==> src/rtl/mem_map_pkg.sv <==
// Memory map shared by the bus arbiter: region decode constants, arbiter
// state encoding and the per-region wait-state lookup.
package mem_map_pkg;

  localparam logic [31:0] SRAM_BASE  = 32'h0000_0000;
  localparam logic [31:0] SRAM_MASK  = 32'hf000_0000;
  localparam logic [31:0] TEXT_BASE  = 32'hb000_0000;
  localparam logic [31:0] TEXT_MASK  = 32'hffff_0000;
  localparam logic [31:0] GRAPH_BASE = 32'ha000_0000;
  localparam logic [31:0] GRAPH_MASK = 32'hff00_0000;
  localparam logic [31:0] VGA_REG    = 32'hb001_0000;
  localparam logic [31:0] CURSOR_REG = 32'hb001_0004;
  localparam logic [31:0] SEG_BASE   = 32'he000_0000;
  localparam logic [31:0] SEG_MASK   = 32'hf000_0000;

  typedef enum logic [1:0] {
    IDLE   = 2'd0,
    ACCESS = 2'd1,
    DONE   = 2'd2
  } arb_state_e;

  // Regions are tested in priority order so overlapping decodes resolve to the first hit.
  function automatic logic [3:0] region_ws(
    input logic [31:0] addr,
    input logic [3:0]  ws_sram,
    input logic [3:0]  ws_vram,
    input logic [3:0]  ws_io,
    input logic [3:0]  ws_other
  );
    logic [3:0] ws;
    if ((addr & SRAM_MASK) == SRAM_BASE) begin
      ws = ws_sram;
    end else if (((addr & TEXT_MASK) == TEXT_BASE) || ((addr & GRAPH_MASK) == GRAPH_BASE)) begin
      ws = ws_vram;
    end else if ((addr == VGA_REG) || (addr == CURSOR_REG) || ((addr & SEG_MASK) == SEG_BASE)) begin
      ws = ws_io;
    end else begin
      ws = ws_other;
    end
    return ws;
  endfunction

endpackage

==> src/rtl/mem_bus_arbiter_if.sv <==
// Two-master request/ack handshake plus the shared downstream bus.
// The slave modport is the arbiter's view; master is the requester/slave-model side.
interface mem_bus_arbiter_if;

  logic        m0_req;
  logic        m0_we;
  logic [31:0] m0_addr;
  logic [31:0] m0_wdata;
  logic [31:0] m0_rdata;
  logic        m0_ack;

  logic        m1_req;
  logic [31:0] m1_addr;
  logic [31:0] m1_rdata;
  logic        m1_ack;

  logic        bus_cs;
  logic        bus_we;
  logic        bus_last;
  logic [31:0] bus_addr;
  logic [31:0] bus_wdata;
  logic [31:0] bus_rdata;
  logic [1:0]  grant;

  modport slave (
    input  m0_req, m0_we, m0_addr, m0_wdata, m1_req, m1_addr, bus_rdata,
    output m0_rdata, m0_ack, m1_rdata, m1_ack,
    output bus_cs, bus_we, bus_last, bus_addr, bus_wdata, grant
  );

  modport master (
    output m0_req, m0_we, m0_addr, m0_wdata, m1_req, m1_addr, bus_rdata,
    input  m0_rdata, m0_ack, m1_rdata, m1_ack,
    input  bus_cs, bus_we, bus_last, bus_addr, bus_wdata, grant
  );

endinterface

==> src/rtl/bus_ws_counter.sv <==
// Loadable 4-bit wait-state down-counter; o_last flags that the current
// bus cycle is the final one of the access.
module bus_ws_counter (
  input  logic       clk,
  input  logic       rst_n,
  input  logic       i_load,
  input  logic [3:0] i_load_val,
  input  logic       i_dec,
  output logic       o_last
);

  logic [3:0] r_cnt;

  // Load on grant, otherwise count down while the access is running.
  always_ff @(posedge clk or negedge rst_n) begin
    if (!rst_n) begin
      r_cnt <= 4'd0;
    end else if (i_load) begin
      r_cnt <= i_load_val;
    end else if (i_dec && (r_cnt != 4'd0)) begin
      r_cnt <= r_cnt - 4'd1;
    end else begin
      r_cnt <= r_cnt;
    end
  end

  assign o_last = (r_cnt == 4'd0);

endmodule

==> src/rtl/mem_bus_arbiter.sv <==
// Two-master memory bus arbiter with per-region wait states and an
// anti-starvation streak limit protecting the instruction-fetch master.
module mem_bus_arbiter #(
  parameter int WS_SRAM    = 1,
  parameter int WS_VRAM    = 0,
  parameter int WS_IO      = 0,
  parameter int WS_OTHER   = 3,
  parameter int MAX_STREAK = 4
) (
  input logic              clk,
  input logic              rst_n,
  mem_bus_arbiter_if.slave bus
);

  import mem_map_pkg::*;

  localparam int SW = $clog2(MAX_STREAK + 1);
  localparam logic [SW-1:0] STREAK_MAX = SW'(MAX_STREAK);

  arb_state_e    r_state;
  arb_state_e    w_next;
  logic [SW-1:0] r_streak;
  logic [31:0]   r_addr;
  logic [31:0]   r_wdata;
  logic [31:0]   r_m0_rdata;
  logic [31:0]   r_m1_rdata;
  logic          r_we;
  logic [1:0]    r_grant;
  logic          w_m0_win;
  logic          w_m1_win;
  logic          w_grant;
  logic          w_last;
  logic          w_in_access;
  logic [31:0]   w_win_addr;
  logic [3:0]    w_win_ws;

  // State register.
  always_ff @(posedge clk or negedge rst_n) begin
    if (!rst_n) begin
      r_state <= IDLE;
    end else begin
      r_state <= w_next;
    end
  end

  // Arbitration and next-state decode.
  always_comb begin
    w_next   = r_state;
    w_m0_win = 1'b0;
    w_m1_win = 1'b0;
    case (r_state)
      IDLE: begin
        if (bus.m1_req && (!bus.m0_req || (r_streak == STREAK_MAX))) begin
          w_m1_win = 1'b1;
        end else if (bus.m0_req) begin
          w_m0_win = 1'b1;
        end else begin
          w_m1_win = 1'b0;
        end
        if (w_m0_win || w_m1_win) begin
          w_next = ACCESS;
        end else begin
          w_next = IDLE;
        end
      end
      ACCESS: begin
        if (w_last) begin
          w_next = DONE;
        end else begin
          w_next = ACCESS;
        end
      end
      DONE:    w_next = IDLE;
      default: w_next = IDLE;
    endcase
  end

  assign w_grant     = w_m0_win | w_m1_win;
  assign w_in_access = (r_state == ACCESS);
  assign w_win_addr  = w_m1_win ? bus.m1_addr : bus.m0_addr;
  assign w_win_ws    = region_ws(w_win_addr, 4'(WS_SRAM), 4'(WS_VRAM), 4'(WS_IO), 4'(WS_OTHER));

  bus_ws_counter u_ws_counter (
    .clk        (clk),
    .rst_n      (rst_n),
    .i_load     (w_grant),
    .i_load_val (w_win_ws),
    .i_dec      (w_in_access),
    .o_last     (w_last)
  );

  // Latch the winner's request; grant is held through DONE.
  always_ff @(posedge clk or negedge rst_n) begin
    if (!rst_n) begin
      r_addr  <= 32'd0;
      r_wdata <= 32'd0;
      r_we    <= 1'b0;
      r_grant <= 2'b00;
    end else if (w_grant) begin
      r_addr  <= w_win_addr;
      r_wdata <= w_m1_win ? 32'd0 : bus.m0_wdata;
      r_we    <= w_m0_win & bus.m0_we;
      r_grant <= {w_m1_win, w_m0_win};
    end else if (r_state == DONE) begin
      r_grant <= 2'b00;
    end else begin
      r_grant <= r_grant;
    end
  end

  // Read data is captured only on the final cycle of a read.
  always_ff @(posedge clk or negedge rst_n) begin
    if (!rst_n) begin
      r_m0_rdata <= 32'd0;
      r_m1_rdata <= 32'd0;
    end else if (w_in_access && w_last && !r_we) begin
      if (r_grant[0]) begin
        r_m0_rdata <= bus.bus_rdata;
      end else begin
        r_m0_rdata <= r_m0_rdata;
      end
      if (r_grant[1]) begin
        r_m1_rdata <= bus.bus_rdata;
      end else begin
        r_m1_rdata <= r_m1_rdata;
      end
    end else begin
      r_m0_rdata <= r_m0_rdata;
      r_m1_rdata <= r_m1_rdata;
    end
  end

  // Consecutive M0 wins while M1 waits; an idle M1 or an M1 win resets it.
  always_ff @(posedge clk or negedge rst_n) begin
    if (!rst_n) begin
      r_streak <= {SW{1'b0}};
    end else if (r_state == IDLE) begin
      if (w_m1_win || !bus.m1_req) begin
        r_streak <= {SW{1'b0}};
      end else if (w_m0_win && (r_streak != STREAK_MAX)) begin
        r_streak <= r_streak + SW'(1'b1);
      end else begin
        r_streak <= r_streak;
      end
    end else begin
      r_streak <= r_streak;
    end
  end

  assign bus.bus_cs    = w_in_access;
  assign bus.bus_we    = w_in_access & r_we;
  assign bus.bus_last  = w_in_access & w_last;
  assign bus.bus_addr  = r_addr;
  assign bus.bus_wdata = r_wdata;
  assign bus.grant     = r_grant;
  assign bus.m0_ack    = (r_state == DONE) & r_grant[0];
  assign bus.m1_ack    = (r_state == DONE) & r_grant[1];
  assign bus.m0_rdata  = r_m0_rdata;
  assign bus.m1_rdata  = r_m1_rdata;

endmodule

==> src/flat_wrapper.sv <==
// flat-port wrapper written by rule: the top's interface ports become plain ports
module mem_bus_arbiter_flat import mem_map_pkg::*;
#(
  parameter int WS_SRAM    = 1,
  parameter int WS_VRAM    = 0,
  parameter int WS_IO      = 0,
  parameter int WS_OTHER   = 3,
  parameter int MAX_STREAK = 4
)
  (clk, rst_n, bus_m0_req, bus_m0_we, bus_m0_addr, bus_m0_wdata, bus_m1_req, bus_m1_addr, bus_bus_rdata, bus_m0_rdata, bus_m0_ack, bus_m1_rdata, bus_m1_ack, bus_bus_cs, bus_bus_we, bus_bus_last, bus_bus_addr, bus_bus_wdata, bus_grant);
  mem_bus_arbiter_if bus_i ();
  input logic clk;
  input logic rst_n;
  input wire logic [$bits(bus_i.m0_req)-1:0] bus_m0_req;
  input wire logic [$bits(bus_i.m0_we)-1:0] bus_m0_we;
  input wire logic [$bits(bus_i.m0_addr)-1:0] bus_m0_addr;
  input wire logic [$bits(bus_i.m0_wdata)-1:0] bus_m0_wdata;
  input wire logic [$bits(bus_i.m1_req)-1:0] bus_m1_req;
  input wire logic [$bits(bus_i.m1_addr)-1:0] bus_m1_addr;
  input wire logic [$bits(bus_i.bus_rdata)-1:0] bus_bus_rdata;
  output wire logic [$bits(bus_i.m0_rdata)-1:0] bus_m0_rdata;
  output wire logic [$bits(bus_i.m0_ack)-1:0] bus_m0_ack;
  output wire logic [$bits(bus_i.m1_rdata)-1:0] bus_m1_rdata;
  output wire logic [$bits(bus_i.m1_ack)-1:0] bus_m1_ack;
  output wire logic [$bits(bus_i.bus_cs)-1:0] bus_bus_cs;
  output wire logic [$bits(bus_i.bus_we)-1:0] bus_bus_we;
  output wire logic [$bits(bus_i.bus_last)-1:0] bus_bus_last;
  output wire logic [$bits(bus_i.bus_addr)-1:0] bus_bus_addr;
  output wire logic [$bits(bus_i.bus_wdata)-1:0] bus_bus_wdata;
  output wire logic [$bits(bus_i.grant)-1:0] bus_grant;
  assign bus_i.m0_req = bus_m0_req;
  assign bus_i.m0_we = bus_m0_we;
  assign bus_i.m0_addr = bus_m0_addr;
  assign bus_i.m0_wdata = bus_m0_wdata;
  assign bus_i.m1_req = bus_m1_req;
  assign bus_i.m1_addr = bus_m1_addr;
  assign bus_i.bus_rdata = bus_bus_rdata;
  assign bus_m0_rdata = bus_i.m0_rdata;
  assign bus_m0_ack = bus_i.m0_ack;
  assign bus_m1_rdata = bus_i.m1_rdata;
  assign bus_m1_ack = bus_i.m1_ack;
  assign bus_bus_cs = bus_i.bus_cs;
  assign bus_bus_we = bus_i.bus_we;
  assign bus_bus_last = bus_i.bus_last;
  assign bus_bus_addr = bus_i.bus_addr;
  assign bus_bus_wdata = bus_i.bus_wdata;
  assign bus_grant = bus_i.grant;
  mem_bus_arbiter #(.WS_SRAM(WS_SRAM), .WS_VRAM(WS_VRAM), .WS_IO(WS_IO), .WS_OTHER(WS_OTHER), .MAX_STREAK(MAX_STREAK)) u_core (.clk(clk), .rst_n(rst_n), .bus(bus_i));
endmodule
==> config.mk <==
export PLATFORM = sky130hd
export DESIGN_NAME = mem_bus_arbiter_flat
export DESIGN_NICKNAME = d
export VERILOG_FILES = /design/src/rtl/mem_map_pkg.sv /design/src/rtl/mem_bus_arbiter_if.sv /design/src/rtl/bus_ws_counter.sv /design/src/rtl/mem_bus_arbiter.sv /design/src/flat_wrapper.sv
export SDC_FILE = /design/constraint.sdc
export NUM_CORES = 1
export LEC_CHECK = 0
export CORE_MARGIN = 2
export CORE_UTILIZATION = 38
export CTS_CLUSTER_SIZE = 12
export DETAILED_ROUTE_END_ITERATION = 6
export PLACE_DENSITY_LB_ADDON = 0.05
export SLEW_MARGIN = 25
export SYNTH_ARGS = -nofsm -noshare
export SYNTH_HDL_FRONTEND = slang
export SYNTH_SLANG_ARGS = --single-unit
==> constraint.sdc <==
create_clock -name clk -period 1.8 [get_ports clk]
set_clock_uncertainty 0.05 [all_clocks]
set_input_delay 0.18 -clock clk [delete_from_list [all_inputs] [get_ports clk]]
set_output_delay 0.18 -clock clk [all_outputs]
set_load 0.02 [all_outputs]
==> metrics.cfg <==
[status]
status=finished, violations left
violations=setup timing

[placement]
dp_hpwl_um=12100
place_congestion=0.854
pre_cts_slack_ns=-0.199
io_buffers=267
numPlacedInstances=954

[worst_hold_path]
hp-class=primary input to asynchronous set/reset pin

[final_layout]
nets=930
diodes=0
final_layout_size_suffix_gt1_frac=0.212
utilization=0.644
syn_to_final_growth_pct=66.4
stdcell_count=995

[synth]
synth_top_family_by_area=multiplexers
synthTopCellsByArea=dfrtp_1 (60%), mux2_2 (12%), a22o_1 (4.9%)
synth_top_area_share=0.600
synth.largest_area_cell=dfrtp_1
synth_edf_count=0
synth_seq_cells=140
synth_area_per_cell_um2=12.0
synthFlopType=dfrtp_1
synth.distinct_cells=40
syn_nets=624
synthSimpleGateAreaFrac=0.119
synth.most_common_cell=dfrtp_1
synthAdderAreaFrac=0.00643
synth-xor-area-share=0.00300
synth-compound-area-share=0.110
synth_area_mm2=0.00584
yosysSeqAreaShare=0.600
ys_warn_count=0
synthMuxAreaShare=0.128
netlist_instances=488
synthArstFlopShare=1.00
synth_commonest_cells=dfrtp_1 (140), nand2_1 (74), mux2_2 (60)

[detailed_routing]
firstDrtPassIters=4
via_per_inst=4.97
drc_errors=0
drtIter0Drc=202
wl_um=16800
wl_per_cell_um=16.9
vias=4944
final_antenna_net_count=0

[critical_path]
rr_startpoint=u_core.u_ws_counter.r_cnt[0]$_DFFE_PN0P_
worstSetupPathType=flip-flop to flip-flop
cp.arrival_ns=2.31
r2r_setup_slack_ns=-0.27
reg2reg_to=u_core.bus.m0_rdata[2]$_DFFE_PN0P_
cp-end-kind=flip-flop
path_max_fanout=16
required_ns=2.04
worstRegToRegCells=8
start_kind=flip-flop

[clocking]
cts_buffers=17
clock_latency_ns=0.41
cts_htree_levels=4
clk_path_buf_depth=2
cts-root-buf=clkbuf_16
numClockSinks=140
cts_tree=done
clk_pin_slew_ns=0.06

[global_routing]
grt_pass1_vias=5116
grt_max_degree=52
grt_pass1_wl_um=26200
globalRoute.totalOverflow=0
antenna_found_initial=0
grt_usage=0.206

[sta]
timing.final.crit_share=1.15
max_slew_margin=0.758
max_freq_ghz=0.483
worst_slew_pin_slew_ns=0.364
rsz0062_at_grt=yes
drv_slew=0
min_period_ns=2.07
setup_slack_ns=-0.270
setup_viol=65
hold_violations=0

[floorplan]
rows=45
fp.dieArea_mm2=0.0164
ios=268
die_w_um=128
start_util=0.387
coreArea_mm2=0.0151
die_y_um=128

[power_and_ir_drop]
p_leak_nw=4.16
ir_worst_vdd_v=0.000818
power_density_mw_per_mm2=1840

[job]
drv_cap=0

==> kinds of logic (layout without fill, tap and decap cells) <==
kind of cell | count (synthesis) | in the layout
buffers and inverters | 39 | 358
AOI/OAI and AO/OA | 86 | 86
and+or+nand+nor | 153 | 153
DFF | 140 | 140
muxes | 65 | 65
xor gates and xnor gates | 2 | 2
adders and majority gates | 3 | 3
==> routing by layer <==
metal	up-vias	track usage	wire, um
met3	28	0.0459	932
met2	163	0.355	8560
met4	0	0.0827	368
met1	2395	0.250	6980
li1	2358	-	-
met5	-	0	0
==> what timing repair did <==
item | 4_1_cts | 5_1_grt
pin swaps | 4 | 5
hold buffers | 1 | 0
setup endpoints to repair | 71 | 73
gates resized for setup | 22 | 15
setup buffers | 2 | 3
cloned | 2 | 1
endpoints found under the hold margin | 118 | 0
==> flip-flops by register name (all words and copies together), names as in the netlist <==
register and count:
u_core.bus.bus_wdata 32, u_core.r_we 1, u_core.r_state 2, u_core.r_streak 3, u_core.bus.bus_addr 32, u_core.bus.grant 2
u_core.u_ws_counter.r_cnt 4, u_core.bus.m0_rdata 32, u_core.bus.m1_rdata 32
==> worst max-delay path by stage <==
stage	startpoint	endpoint	slack (ns)	cells past startpoint
CTS	u_core.u_ws_counter.r_cnt[0]$_DFFE_PN0P_	u_core.bus.m1_rdata[20]$_DFFE_PN0P_	-0.24	7
detailed placement	bus_m0_addr[26]	u_core.u_ws_counter.r_cnt[0]$_DFFE_PN0P_	-0.20	7
finish	u_core.u_ws_counter.r_cnt[0]$_DFFE_PN0P_	u_core.bus.m0_rdata[2]$_DFFE_PN0P_	-0.27	8
floorplan	u_core.u_ws_counter.r_cnt[0]$_DFFE_PN0P_	u_core.bus.m1_rdata[2]$_DFFE_PN0P_	-0.08	7
global route	u_core.u_ws_counter.r_cnt[0]$_DFFE_PN0P_	u_core.bus.m0_rdata[25]$_DFFE_PN0P_	-0.34	8
global placement	bus_m0_addr[26]	u_core.u_ws_counter.r_cnt[0]$_DFFE_PN0P_	-0.23	7
==> layout by cell type (no fill, tap or decap), drive strengths merged, types with 2 or more instances in the layout <==
cell and count:
nand2 76, nor4 13, nand2b 3, o2111ai 2, buf 50, nor2 40, nand3 3, clkdlybuf4s50 261
dfrtp 140, nor4bb 2, ha 3, a21bo 2, nand4 5, clkbuf 23, and2 2, clkinvlp 3
o211ai 2, inv 11, o21ai 6, a22o 33, nor3 5, clkinv 6, a31oi 33, bufinv 2
nor3b 2, mux2 64, a21oi 2
==> per-stage QoR <==
stage | power, mW | setup TNS (ns) | cell area (um^2) | hold slack, ns
2_1_floorplan | 9.94 | -3.31 | 5840 | -0.166
3_3_place_gp | 14.2 | -6.75 | 8990 | 0.0498
3_5_place_dp | 14.4 | -7.49 | 8990 | 0.0519
4_1_cts | 18.0 | -12.28 | 9670 | 0.193
5_1_grt | 18.9 | -18.29 | 9720 | 0.211
6_report | 17.9 | -13.74 | 9720 | 0.186
==> critical path: stages, from the launching register on <==
cell and delay [ns]:
dfrtp_1 0.39, inv_2 0.09, ha_4 0.13, or3b_4 0.40
nor3_4 0.19, buf_4 0.16, nand2_4 0.07, clkbuf_16 0.20
mux2_2 0.27
==> area by class of cell <==
class,count,area [um^2]
Tap cell,188,235
Fill cell,1227,5370
Timing Repair Buffer,316,3170
Sequential cell,140,3500
Clock inverter,12,121
Clock buffer,20,447
Inverter,10,37.5
Multi-Input combinational cell,309,2200
==> report_power, final <==
part / switching [mW] / internal, mW / total, mW
Sequential: 0.875 / 4.73 / 5.61
Clock: 1.32 / 2.06 / 3.38
Combinational: 4.25 / 4.65 / 8.90
Note: power is estimated with default switching activity, not from simulation.
